$ cat src/rtl/i2c_sensor_target_if.sv
// Bus-side signals of the emulated I2C temperature/humidity sensor:
// open-drain pin view plus the measurement/command sideband.
interface i2c_sensor_target_if;
   logic        scl_in;
   logic        sda_in;
   logic        sda_out;
   logic        sda_en;
   logic [15:0] meas_in;
   logic [7:0]  cmd_data;
   logic        cmd_valid;
   logic        busy;

   modport slave (
      input  scl_in, sda_in, meas_in,
      output sda_out, sda_en, cmd_data, cmd_valid, busy
   );

   modport master (
      output scl_in, sda_in, meas_in,
      input  sda_out, sda_en, cmd_data, cmd_valid, busy
   );
endinterface

$ cat src/rtl/i2c_sensor_target.sv
// I2C target standing in for the 16-bit sensor: oversamples SCL/SDA, ACKs its
// address, collects command bytes on writes and serves a measurement snapshot on reads.
module i2c_sensor_target #(
   parameter logic [6:0] DEV_ADDR    = 7'h40,
   parameter int         SYNC_STAGES = 2,
   parameter int         HOLD_CYC    = 30
) (
   input logic                clk,
   input logic                rst,
   i2c_sensor_target_if.slave bus
);

   localparam int            HW        = (HOLD_CYC < 2) ? 1 : $clog2(HOLD_CYC);
   localparam logic [HW-1:0] HOLD_LOAD = HW'(HOLD_CYC - 1);

   typedef enum logic [2:0] {
      IDLE,
      ADDR,
      ADDR_ACK,
      RX_BYTE,
      RX_ACK,
      TX_BYTE,
      TX_ACKCHK,
      WAIT_STOP
   } state_t;

   state_t                 state, state_n;
   logic [SYNC_STAGES-1:0] scl_sync, sda_sync;
   logic                   scl_prev, sda_prev;
   logic                   scl_s, sda_s;
   logic                   scl_rise, scl_fall, start_det, stop_det;

   logic [3:0]    bit_cnt, bit_cnt_n;
   logic [7:0]    shift_reg, shift_n;
   logic [15:0]   tx_reg, tx_n;
   logic          byte_idx, byte_idx_n;
   logic          busy, busy_n;
   logic [7:0]    cmd_data, cmd_data_n;
   logic          cmd_valid, cmd_valid_n;
   logic          sda_en, sda_en_n;
   logic          pend, pend_n;
   logic          pend_val, pend_val_n;
   logic [HW-1:0] hold_cnt, hold_cnt_n;
   logic          sched, sched_val;
   logic [7:0]    cur_byte, next_byte;
   logic [2:0]    tx_pos;

   // Pins are idle-high, so the synchronizers come out of reset at 1 to avoid
   // a phantom START/STOP on the first cycles.
   always_ff @(posedge clk) begin
      if (rst) begin
         scl_sync <= '1;
         sda_sync <= '1;
         scl_prev <= 1'b1;
         sda_prev <= 1'b1;
      end else begin
         scl_sync <= {scl_sync[SYNC_STAGES-2:0], bus.scl_in};
         sda_sync <= {sda_sync[SYNC_STAGES-2:0], bus.sda_in};
         scl_prev <= scl_sync[SYNC_STAGES-1];
         sda_prev <= sda_sync[SYNC_STAGES-1];
      end
   end

   assign scl_s     = scl_sync[SYNC_STAGES-1];
   assign sda_s     = sda_sync[SYNC_STAGES-1];
   assign scl_rise  = scl_s & ~scl_prev;
   assign scl_fall  = ~scl_s & scl_prev;
   assign start_det = scl_s & scl_prev & sda_prev & ~sda_s;
   assign stop_det  = scl_s & scl_prev & ~sda_prev & sda_s;

   assign cur_byte  = byte_idx ? tx_reg[7:0]  : tx_reg[15:8];
   assign next_byte = byte_idx ? tx_reg[15:8] : tx_reg[7:0];
   assign tx_pos    = 3'd7 - bit_cnt[2:0];

   always_ff @(posedge clk) begin
      if (rst) begin
         state <= IDLE;
      end else begin
         state <= state_n;
      end
   end

   // Protocol decode. bit_cnt tracks SCL rises within a 9-clock frame: 8 means
   // the data bits are done, 9 means the ACK clock has risen. Any SDA change is
   // only scheduled here and applied once the hold counter expires.
   always_comb begin
      state_n     = state;
      bit_cnt_n   = bit_cnt;
      shift_n     = shift_reg;
      tx_n        = tx_reg;
      byte_idx_n  = byte_idx;
      busy_n      = busy;
      cmd_data_n  = cmd_data;
      cmd_valid_n = 1'b0;
      sda_en_n    = sda_en;
      pend_n      = pend;
      pend_val_n  = pend_val;
      hold_cnt_n  = hold_cnt;
      sched       = 1'b0;
      sched_val   = 1'b0;

      unique case (state)
         IDLE, WAIT_STOP: begin
         end
         ADDR: begin
            if (scl_rise) begin
               shift_n   = {shift_reg[6:0], sda_s};
               bit_cnt_n = bit_cnt + 4'd1;
               if (bit_cnt == 4'd7) begin
                  if (shift_n[7:1] == DEV_ADDR) begin
                     state_n    = ADDR_ACK;
                     tx_n       = bus.meas_in;
                     byte_idx_n = 1'b0;
                     busy_n     = 1'b1;
                  end else begin
                     state_n = IDLE;
                     busy_n  = 1'b0;
                  end
               end
            end
         end
         ADDR_ACK: begin
            if (scl_rise && bit_cnt == 4'd8) begin
               bit_cnt_n = 4'd9;
            end else if (scl_fall && bit_cnt == 4'd8) begin
               sched     = 1'b1;
               sched_val = 1'b1;
            end else if (scl_fall && bit_cnt == 4'd9) begin
               bit_cnt_n = 4'd0;
               sched     = 1'b1;
               if (shift_reg[0]) begin
                  state_n   = TX_BYTE;
                  sched_val = ~tx_reg[15];
               end else begin
                  state_n   = RX_BYTE;
                  sched_val = 1'b0;
               end
            end
         end
         RX_BYTE: begin
            if (scl_rise) begin
               shift_n   = {shift_reg[6:0], sda_s};
               bit_cnt_n = bit_cnt + 4'd1;
               if (bit_cnt == 4'd7) begin
                  state_n = RX_ACK;
               end
            end
         end
         RX_ACK: begin
            if (scl_rise && bit_cnt == 4'd8) begin
               bit_cnt_n = 4'd9;
            end else if (scl_fall && bit_cnt == 4'd8) begin
               sched       = 1'b1;
               sched_val   = 1'b1;
               cmd_data_n  = shift_reg;
               cmd_valid_n = 1'b1;
            end else if (scl_fall && bit_cnt == 4'd9) begin
               state_n   = RX_BYTE;
               bit_cnt_n = 4'd0;
               sched     = 1'b1;
               sched_val = 1'b0;
            end
         end
         TX_BYTE: begin
            if (scl_rise) begin
               bit_cnt_n = bit_cnt + 4'd1;
            end else if (scl_fall && bit_cnt == 4'd8) begin
               state_n   = TX_ACKCHK;
               sched     = 1'b1;
               sched_val = 1'b0;
            end else if (scl_fall && bit_cnt != 4'd0) begin
               sched     = 1'b1;
               sched_val = ~cur_byte[tx_pos];
            end
         end
         TX_ACKCHK: begin
            if (scl_rise && bit_cnt == 4'd8) begin
               if (sda_s) begin
                  state_n = WAIT_STOP;
               end else begin
                  bit_cnt_n = 4'd9;
               end
            end else if (scl_fall && bit_cnt == 4'd9) begin
               state_n    = TX_BYTE;
               bit_cnt_n  = 4'd0;
               byte_idx_n = ~byte_idx;
               sched      = 1'b1;
               sched_val  = ~next_byte[7];
            end
         end
      endcase

      if (sched) begin
         pend_n     = 1'b1;
         pend_val_n = sched_val;
         hold_cnt_n = HOLD_LOAD;
      end else if (pend) begin
         if (hold_cnt == '0) begin
            sda_en_n = pend_val;
            pend_n   = 1'b0;
         end else begin
            hold_cnt_n = hold_cnt - HW'(1);
         end
      end

      // START/STOP win over everything, including a pending SDA change.
      if (start_det || stop_det) begin
         state_n     = start_det ? ADDR : IDLE;
         bit_cnt_n   = 4'd0;
         sda_en_n    = 1'b0;
         pend_n      = 1'b0;
         cmd_valid_n = 1'b0;
         if (stop_det) begin
            busy_n = 1'b0;
         end
      end
   end

   always_ff @(posedge clk) begin
      if (rst) begin
         bit_cnt   <= 4'd0;
         shift_reg <= 8'h00;
         tx_reg    <= 16'h0000;
         byte_idx  <= 1'b0;
         busy      <= 1'b0;
         cmd_data  <= 8'h00;
         cmd_valid <= 1'b0;
         sda_en    <= 1'b0;
         pend      <= 1'b0;
         pend_val  <= 1'b0;
         hold_cnt  <= '0;
      end else begin
         bit_cnt   <= bit_cnt_n;
         shift_reg <= shift_n;
         tx_reg    <= tx_n;
         byte_idx  <= byte_idx_n;
         busy      <= busy_n;
         cmd_data  <= cmd_data_n;
         cmd_valid <= cmd_valid_n;
         sda_en    <= sda_en_n;
         pend      <= pend_n;
         pend_val  <= pend_val_n;
         hold_cnt  <= hold_cnt_n;
      end
   end

   assign bus.sda_out   = 1'b0;
   assign bus.sda_en    = sda_en;
   assign bus.cmd_data  = cmd_data;
   assign bus.cmd_valid = cmd_valid;
   assign bus.busy      = busy;

endmodule

$ cat src/flat_wrapper.sv
// flat-port wrapper written by rule: the top's interface ports become plain ports
module i2c_sensor_target_flat 
#(
   parameter logic [6:0] DEV_ADDR    = 7'h40,
   parameter int         SYNC_STAGES = 2,
   parameter int         HOLD_CYC    = 30
)
  (clk, rst, bus_scl_in, bus_sda_in, bus_meas_in, bus_sda_out, bus_sda_en, bus_cmd_data, bus_cmd_valid, bus_busy);
  i2c_sensor_target_if bus_i ();
  input logic clk;
  input logic rst;
  input wire logic [$bits(bus_i.scl_in)-1:0] bus_scl_in;
  input wire logic [$bits(bus_i.sda_in)-1:0] bus_sda_in;
  input wire logic [$bits(bus_i.meas_in)-1:0] bus_meas_in;
  output wire logic [$bits(bus_i.sda_out)-1:0] bus_sda_out;
  output wire logic [$bits(bus_i.sda_en)-1:0] bus_sda_en;
  output wire logic [$bits(bus_i.cmd_data)-1:0] bus_cmd_data;
  output wire logic [$bits(bus_i.cmd_valid)-1:0] bus_cmd_valid;
  output wire logic [$bits(bus_i.busy)-1:0] bus_busy;
  assign bus_i.scl_in = bus_scl_in;
  assign bus_i.sda_in = bus_sda_in;
  assign bus_i.meas_in = bus_meas_in;
  assign bus_sda_out = bus_i.sda_out;
  assign bus_sda_en = bus_i.sda_en;
  assign bus_cmd_data = bus_i.cmd_data;
  assign bus_cmd_valid = bus_i.cmd_valid;
  assign bus_busy = bus_i.busy;
  i2c_sensor_target #(.DEV_ADDR(DEV_ADDR), .SYNC_STAGES(SYNC_STAGES), .HOLD_CYC(HOLD_CYC)) u_core (.clk(clk), .rst(rst), .bus(bus_i));
endmodule
$ cat config.mk
export PLATFORM = sky130hd
export DESIGN_NAME = i2c_sensor_target_flat
export DESIGN_NICKNAME = d
export VERILOG_FILES = /design/src/rtl/i2c_sensor_target_if.sv /design/src/rtl/i2c_sensor_target.sv /design/src/flat_wrapper.sv
export SDC_FILE = /design/constraint.sdc
export NUM_CORES = 1
export LEC_CHECK = 0
export CAP_MARGIN = 20
export CORE_UTILIZATION = 50
export CTS_CLUSTER_SIZE = 10
export DETAILED_ROUTE_END_ITERATION = 7
export GPL_TIMING_DRIVEN = 0
export PLACE_DENSITY = 0.73
export SYNTH_ARGS = -nofsm -noshare
export SYNTH_HDL_FRONTEND = slang
export SYNTH_SLANG_ARGS = --single-unit
export TNS_END_PERCENT = 10
$ cat constraint.sdc
create_clock -name clk -period 2.1 [get_ports clk]
set_input_delay 0.42 -clock clk [delete_from_list [all_inputs] [get_ports clk]]
set_output_delay 0.42 -clock clk [all_outputs]
set_load 0.01 [all_outputs]
==> results.json <==
{
  "status": "finished with violations",
  "violations": "setup timing",
  "synthCells": 320,
  "avgSynthCellArea_um2": 8.532,
  "largest_register_ffs": 16,
  "cp-start-kind": "flop",
  "drt_first_pass_iters": 5,
  "area_delta_synth_final_pct": 21.72,
  "cts_made_buffers": 5,
  "vias": 2470,
  "hpwl_mm": 4.674,
  "hold_buffers": 0,
  "power_switching_mw": 0.4416,
  "hold_viol": 0,
  "period_minus_slack_ns": 2.135,
  "synth_adder_area_share_pct": 1.833,
  "yosys.area_share.simple_pct": 21.95,
  "cp_slowest_stage_delay_ns": 0.36,
  "wl_per_cell_um": 14.91,
  "p_sw_share_pct": 24.42,
  "yosysWarnings": 0,
  "n_fill_cell": 466,
  "cp-end-kind": "flop",
  "clock_latency_ns": 0.31,
  "ir_drop_mv": 0.4523,
  "async_flop_share_pct": 0,
  "first_global_vias": 2183,
  "synth_nets": 344,
  "ant_nets": 0,
  "drive_gt1_share_pct": 14.13,
  "ys.flop_type": "dfxtp_1",
  "dp_cells": 420,
  "htree_levels": 2,
  "tritoncts": "yes",
  "gr-total-overflow": 0,
  "synth_top_area_cell": "dfxtp_1",
  "rsz0062_at_grt": "yes",
  "max_freq_mhz": 468.3,
  "clkPwrFrac_pct": 34.5,
  "viasPerCell": 5.731,
  "crit_chain": "clkbuf_8 -> inv_2 -> ha_2 -> and3b_1 -> buf_6 -> nand2_1 -> a221oi_2 -> o221ai_1 -> a32o_1",
  "portBuffers": 30,
  "grt_use_total_pct": 23.99,
  "power_frac_seq_pct": 59.4,
  "powerDensity_mw_per_mm2": 544.2,
  "clk_pin_slew_worst_paths_ns": 0.11,
  "critPathMaxFanout": 8,
  "path_buf_inv": 3,
  "drc": 0,
  "fin_hold_ws_ns": 0.4218,
  "finalWirelength_mm": 6.426,
  "grt_max_degree": 20,
  "drv_slew": 0,
  "syn_area_mm2": 0.002730,
  "synth.distinct_cells": 57,
  "mostFrequentLayoutCell": "dfxtp_1",
  "io_pins": 32,
  "grt_pass1_wl_mm": 10.34,
  "muxShareOfSynthArea_pct": 9.853,
  "antenna_cells": 0,
  "clock_sinks": 56,
  "p_comb_share_pct": 6.2,
  "worstMarginPinSlew_ns": 0.6078,
  "power_leakage_nw": 1.220,
  "grt_antenna_before_repair": 0,
  "power.internal_mw": 1.367,
  "clk_path_buf_depth": 2,
  "fin_crit_sh_pct": 101.7,
  "finClkSkew_ns": 0.006314,
  "synth_top_family_by_area": "simple AND/OR/NAND/NOR gates",
  "finalSetupViolations": 4,
  "crit_slowest_cell": "a221oi_2",
  "row_count": 26,
  "utilization_pct": 64.25,
  "worst_slack_ns": -0.03518,
  "die_y_um": 75.90,
  "die_x_um": 75.90,
  "synth_area_leaders": "dfxtp_1, mux2i_1, nand2_1",
  "die_area_mm2": 0.005760,
  "final_cell_mix": "dfxtp_1, nand2_1, nor2_1, clkdlybuf4s50_1, a21oi_1",
  "synth-edff-count": 0,
  "arrival_ns": 2.35,
  "core_area_mm2": 0.005172,
  "nNetsFinal": 384,
  "gp_congestion": 0.9957,
  "yosys.area.top_type_share_pct": 41.06,
  "drtIter0Drc": 210,
  "min_path_type": "flop to flop",
  "maxSlewHeadroom_pct": 59.04,
  "setup_tns_ns": -0.07108,
  "required_ns": 2.31,
  "final_cells": 431,
  "critPathTopFamily": "compound AO/OA/AOI/OAI gates",
  "reg2reg_slack_ns": -0.04,
  "worstSetupPathType": "flop to flop",
  "synth_xor_area_share_pct": 1.283,
  "ys_seq_area_share_pct": 41.06,
  "ys_ff_latch": 56,
  "cap_violations": 0,
  "synth_compound_area_share_pct": 18.42,
  "start_util_pct": 52.78,
  "clock-root-buffer": "clkbuf_8"
}
area by class of cell:
class | instances | area [um2] | share of cell area [%]
multi-input cells | 228 | 1505 | 45.29
flip-flops and latches | 56 | 1124 | 33.81
repair buffers | 34 | 330.3 | 9.940
plain buffers | 21 | 130.1 | 3.916
well taps | 70 | 87.58 | 2.636
clock buffers | 5 | 68.82 | 2.071
inverters | 14 | 52.55 | 1.581
clock inverters | 3 | 25.02 | 0.7530
per-layer routing:
| metal | up-vias | share of wire (%) | global-route usage [%] |
|---|---|---|---|
| met5 | - | 0 | 0 |
| li1 | 1217 | - | - |
| met2 | 82 | 44 | 35.99 |
| met1 | 1157 | 48 | 34.37 |
| met4 | 0 | 2.0 | 8.230 |
| met3 | 14 | 5.4 | 4.630 |
worst register-to-register path: stages, from the launching register on:
cell	delay, ns
dfxtp_2	0.35
clkbuf_8	0.16
inv_2	0.06
ha_2	0.20
and3b_1	0.18
buf_6	0.13
nand2_1	0.10
a221oi_2	0.36
o221ai_1	0.19
a32o_1	0.30
synth_stat cells (4+ instances only):
master    instances
clkbuf_1         13
dfxtp_1          56
o21ai_0           7
ha_1              4
a31oi_1           5
inv_1            14
buf_2             8
or2_2             7
a221oi_1          5
nand2_1          43
a21oi_1          26
nand2b_1          6
nor2_1           31
nand3_1           8
mux2i_1          19
power by group through the flow:
stage | combinational (mW) | sequential, mW | clock (mW)
after CTS | 0.110 | 1.07 | 0.643
after detailed placement | 0.109 | 1.10 | 0
final | 0.112 | 1.07 | 0.623
after global routing | 0.121 | 1.08 | 0.679
after floorplan | 0.0549 | 1.10 | 0
after global placement | 0.109 | 1.10 | 0
logic make-up (layout without fill, tap and decap cells):
group,count (synthesis),in the layout
flip-flops,56,56
adder cells (fa/ha/maj),4,4
AO/OA/AOI/OAI,74,74
other,1,1
AND/OR/NAND/NOR,122,122
buffers and inverters,36,77
XOR/XNOR,4,4
multiplexers,23,23
metrics by stage:
stage          instance area (um2)  setup slack (ns)  power, mW
4_1_cts                       3283          -0.02308      1.827
3_5_place_dp                  3119           -0.3454      1.207
6_report                      3323          -0.03518      1.808
2_1_floorplan                 2731          0.002002      1.151
3_3_place_gp                  3119           -0.3428      1.207
5_1_grt                       3323           -0.1436      1.875
timing repair:
action                                  in CTS  in global routing
buffers inserted                             2                  2
pin swaps                                    3                  3
gates resized for setup                     19                 10
endpoints found under the setup margin      27                 22
worst paths after layout:
check                      from                 end  depth (start not counted)
max           u_core.bit_cnt[0]   u_core.bit_cnt[0]                          9
max reg2reg   u_core.bit_cnt[0]   u_core.bit_cnt[0]                          9
min reg2reg  u_core.sda_sync[0]  u_core.sda_sync[1]                          1
min          u_core.sda_sync[0]  u_core.sda_sync[1]                          1
Power figures use the tool's default switching activity.
==> variant: new RTL, same flow settings <==
`HOLD_CYC` is set to 30 in 2 places; all go to 60.
--- a/src/rtl/i2c_sensor_target.sv
+++ b/src/rtl/i2c_sensor_target.sv
@@ -3,7 +3,7 @@
 module i2c_sensor_target #(
    parameter logic [6:0] DEV_ADDR    = 7'h40,
    parameter int         SYNC_STAGES = 2,
-   parameter int         HOLD_CYC    = 30
+   parameter int         HOLD_CYC    = 60
 ) (
    input logic                clk,
    input logic                rst,
--- a/src/flat_wrapper.sv
+++ b/src/flat_wrapper.sv
@@ -3,7 +3,7 @@
 #(
    parameter logic [6:0] DEV_ADDR    = 7'h40,
    parameter int         SYNC_STAGES = 2,
-   parameter int         HOLD_CYC    = 30
+   parameter int         HOLD_CYC    = 60
 )
   (clk, rst, bus_scl_in, bus_sda_in, bus_meas_in, bus_sda_out, bus_sda_en, bus_cmd_data, bus_cmd_valid, bus_busy);
   i2c_sensor_target_if bus_i ();
Function: same outputs for any inputs over 10 cycles, from zero or initial values and one cycle with rst high; that may be too few to reach the edited logic, so the function may still have changed.
==> variant against the original RTL <==
  * Worst hold slack lost 0.013 ns
  * Global-route usage shrank 1.5 points
  * Critical path depth is the same
  * Synthesized area grew 3.4%
  * Sequential share of layout area shrank 1.0 points
  * Worst setup slack gained 0.13 ns
  * Routed wire length shrank 0.90%
  * Cell area grew 5.3%
  * Sequential cell count grew 1
  * First-iteration DRC count grew 35%
  * Core utilization grew 2.1 points
  * Fmax grew 6.5%
Power is not compared: it rests on default switching activity, and its combinational part moved more than twofold at a synthesized area within 25%.
==> variant: results (changes against the original RTL) <==
* Pin count of the biggest net entering global routing at 11 (-45%)
* Clock Pin Slew Worst Setup and Hold Paths at 0.07 ns (-0.04 ns)
* RD Place Congestion at 0.928 (-6.8%)
* Post-synthesis sequential area ratio at 40.4% (-0.64 points)
* RR Startpoint: u_core.bit_cnt[0]
* DP Worst Slack at -0.175 ns (+0.171 ns)
* Crit-path max cell delay at 0.39 ns (+0.03 ns)
* Synth warn at 0 (unchanged)
* Status: finished clean
* Worst vdd ir at just under 0.6 mV
* CP Data Arrival Time at 2.23 ns (-0.12 ns)
* Post-synth net total at 346 (+0.58%)
* DRT iter0 DRCs at 283 (+35%)
* Synth cell count leaders: dfxtp_1 (57), nor2_1 (46), nand2_1 (30), mux2i_1 (29), a21oi_1 (27)
* H-tree depth at 3 (+1)
* Post-Route WL at 6.37 mm (-0.90%)
* HP Start: u_core.sda_sync[0]
* Routing usage on met1 at 30.9% (-3.5 points)
* Clk_lat worst skew at 0.34 ns (+0.03 ns)
* Detailed-route via count at 2,445 (-1.0%)
* Worst clock skew at 0.00921 ns (+0.00290 ns)
* Bufs on Longest Clock Path at 2 (unchanged)
* Worst Max-Slew Pin Slew at 0.821 ns (+0.213 ns)
* First-pass GRT wire length at 10.5 mm (+1.5%)
* # setup viols final at 0 (-4)
* Detailed Place HPWL at 4.57 mm (-2.3%)
* Total track usage at 22.5% (-1.5 points)
* CTS buffer count at 9 (+4)
* Fill cells at 426 (-8.6%)
* Met2 usage at 33.9% (-2.1 points)
* Slowest cell on the critical path: dfxtp_4
* Area post-placement at 3210 µm² (+2.9%)
* Distinct cells, synth at 47 (-18%)
* Port Buf Inserts at 30 (unchanged)
* Synth area leaders: dfxtp_1 (40%), mux2i_1 (10%), nor2_1 (6.1%)
* Number of global-route vias before repair at 2,164 (-0.87%)
* Synth Flop Type: dfxtp_1
* Layout net count at 395 (+2.9%)
* GRT met3 Usage at 3.33% (-1.3 points)
* Leakage at between 1 and 1.5 nW
* Share of layout cells above drive strength 1 at 16.3% (+2.2 points)
## variant: changes by cell type in the layout (fill, tap and decap cells not counted), sizes merged, moves of 4 or more
| cell | change |
|---|---|
| nor2 | +17 |
| nand2 | -13 |
| clkinv | +4 |
| inv | -8 |
| buf | +4 |
| mux2i | +10 |
| a221oi | -5 |
## variant: power groups by stage
stage	combinational [mW]	sequential, mW	clock [mW]
floorplan	0.293	1.13	0
global placement	0.409	1.14	0
detailed placement	0.404	1.14	0
CTS	0.413	1.11	0.987
global route	0.470	1.12	1.05
finish	0.436	1.11	0.966
## variant: worst paths after layout
| path | end | slack, ns | cells after the start |
|---|---|---|---|
| max | u_core.state[1] | 0.1 | 9 |
| min reg2reg | u_core.sda_sync[1] | 0.41 | 1 |
| max reg2reg | u_core.state[1] | 0.1 | 9 |
| min | u_core.sda_sync[1] | 0.41 | 1 |
## variant: per-stage QoR
step / std cells / util, %
4_1_cts: 441 / 65.4
3_3_place_gp: 421 / 60.9
2_1_floorplan: 321 / -
3_5_place_dp: 421 / 60.9
6_report: 444 / 66.4
5_1_grt: 444 / 66.4
## variant: critical path, delay by kind of cell, from the launching register on
| kind | cells | cell delay [ns] |
|---|---|---|
| adders and majority gates | 1 | 0.17 |
| DFF | 1 | 0.39 |
| and+or+nand+nor | 1 | 0.19 |
| AOI/OAI and AO/OA | 5 | 0.85 |
| buffers and inverters | 2 | 0.29 |
## variant: per-layer routing
| metal | routed length, µm | vias up |
|---|---|---|
| li1 | - | 1223 |
| met1 | 3020 | 1096 |
| met2 | 2830 | 108 |
| met3 | 368 | 18 |
| met4 | 155 | 0 |
| met5 | 0 | - |
## variant: timing repair
action                     in CTS  in global routing
buffers inserted                5                  3
resized for setup               3                 11
pin swaps                       2                  4
setup endpoints to repair      17                 19
## variant: area by class of cell
cell class	count	area [µm²]	share of cell area (%)
multi-input combinational	238	1590	45.5
sequential	57	1150	32.8
timing repair buffer	38	360	10.3
clock buffer	9	124	3.54
buffer	19	104	2.97
tap	70	87.6	2.50
clock inverter	6	58.8	1.68
inverter	7	26.3	0.751
## variant: cells by family (layout without fill, tap and decap cells)
group,Yosys count,count (layout),synth area share (%)
simple gates,132,132,23.6
compound gates,61,61,13.7
buf+inv,26,79,4.57
flops,57,57,40.4
other cells,1,1,0.133
xor+xnor,6,6,1.86
fa+ha+maj,5,5,2.22
mux,33,33,13.5
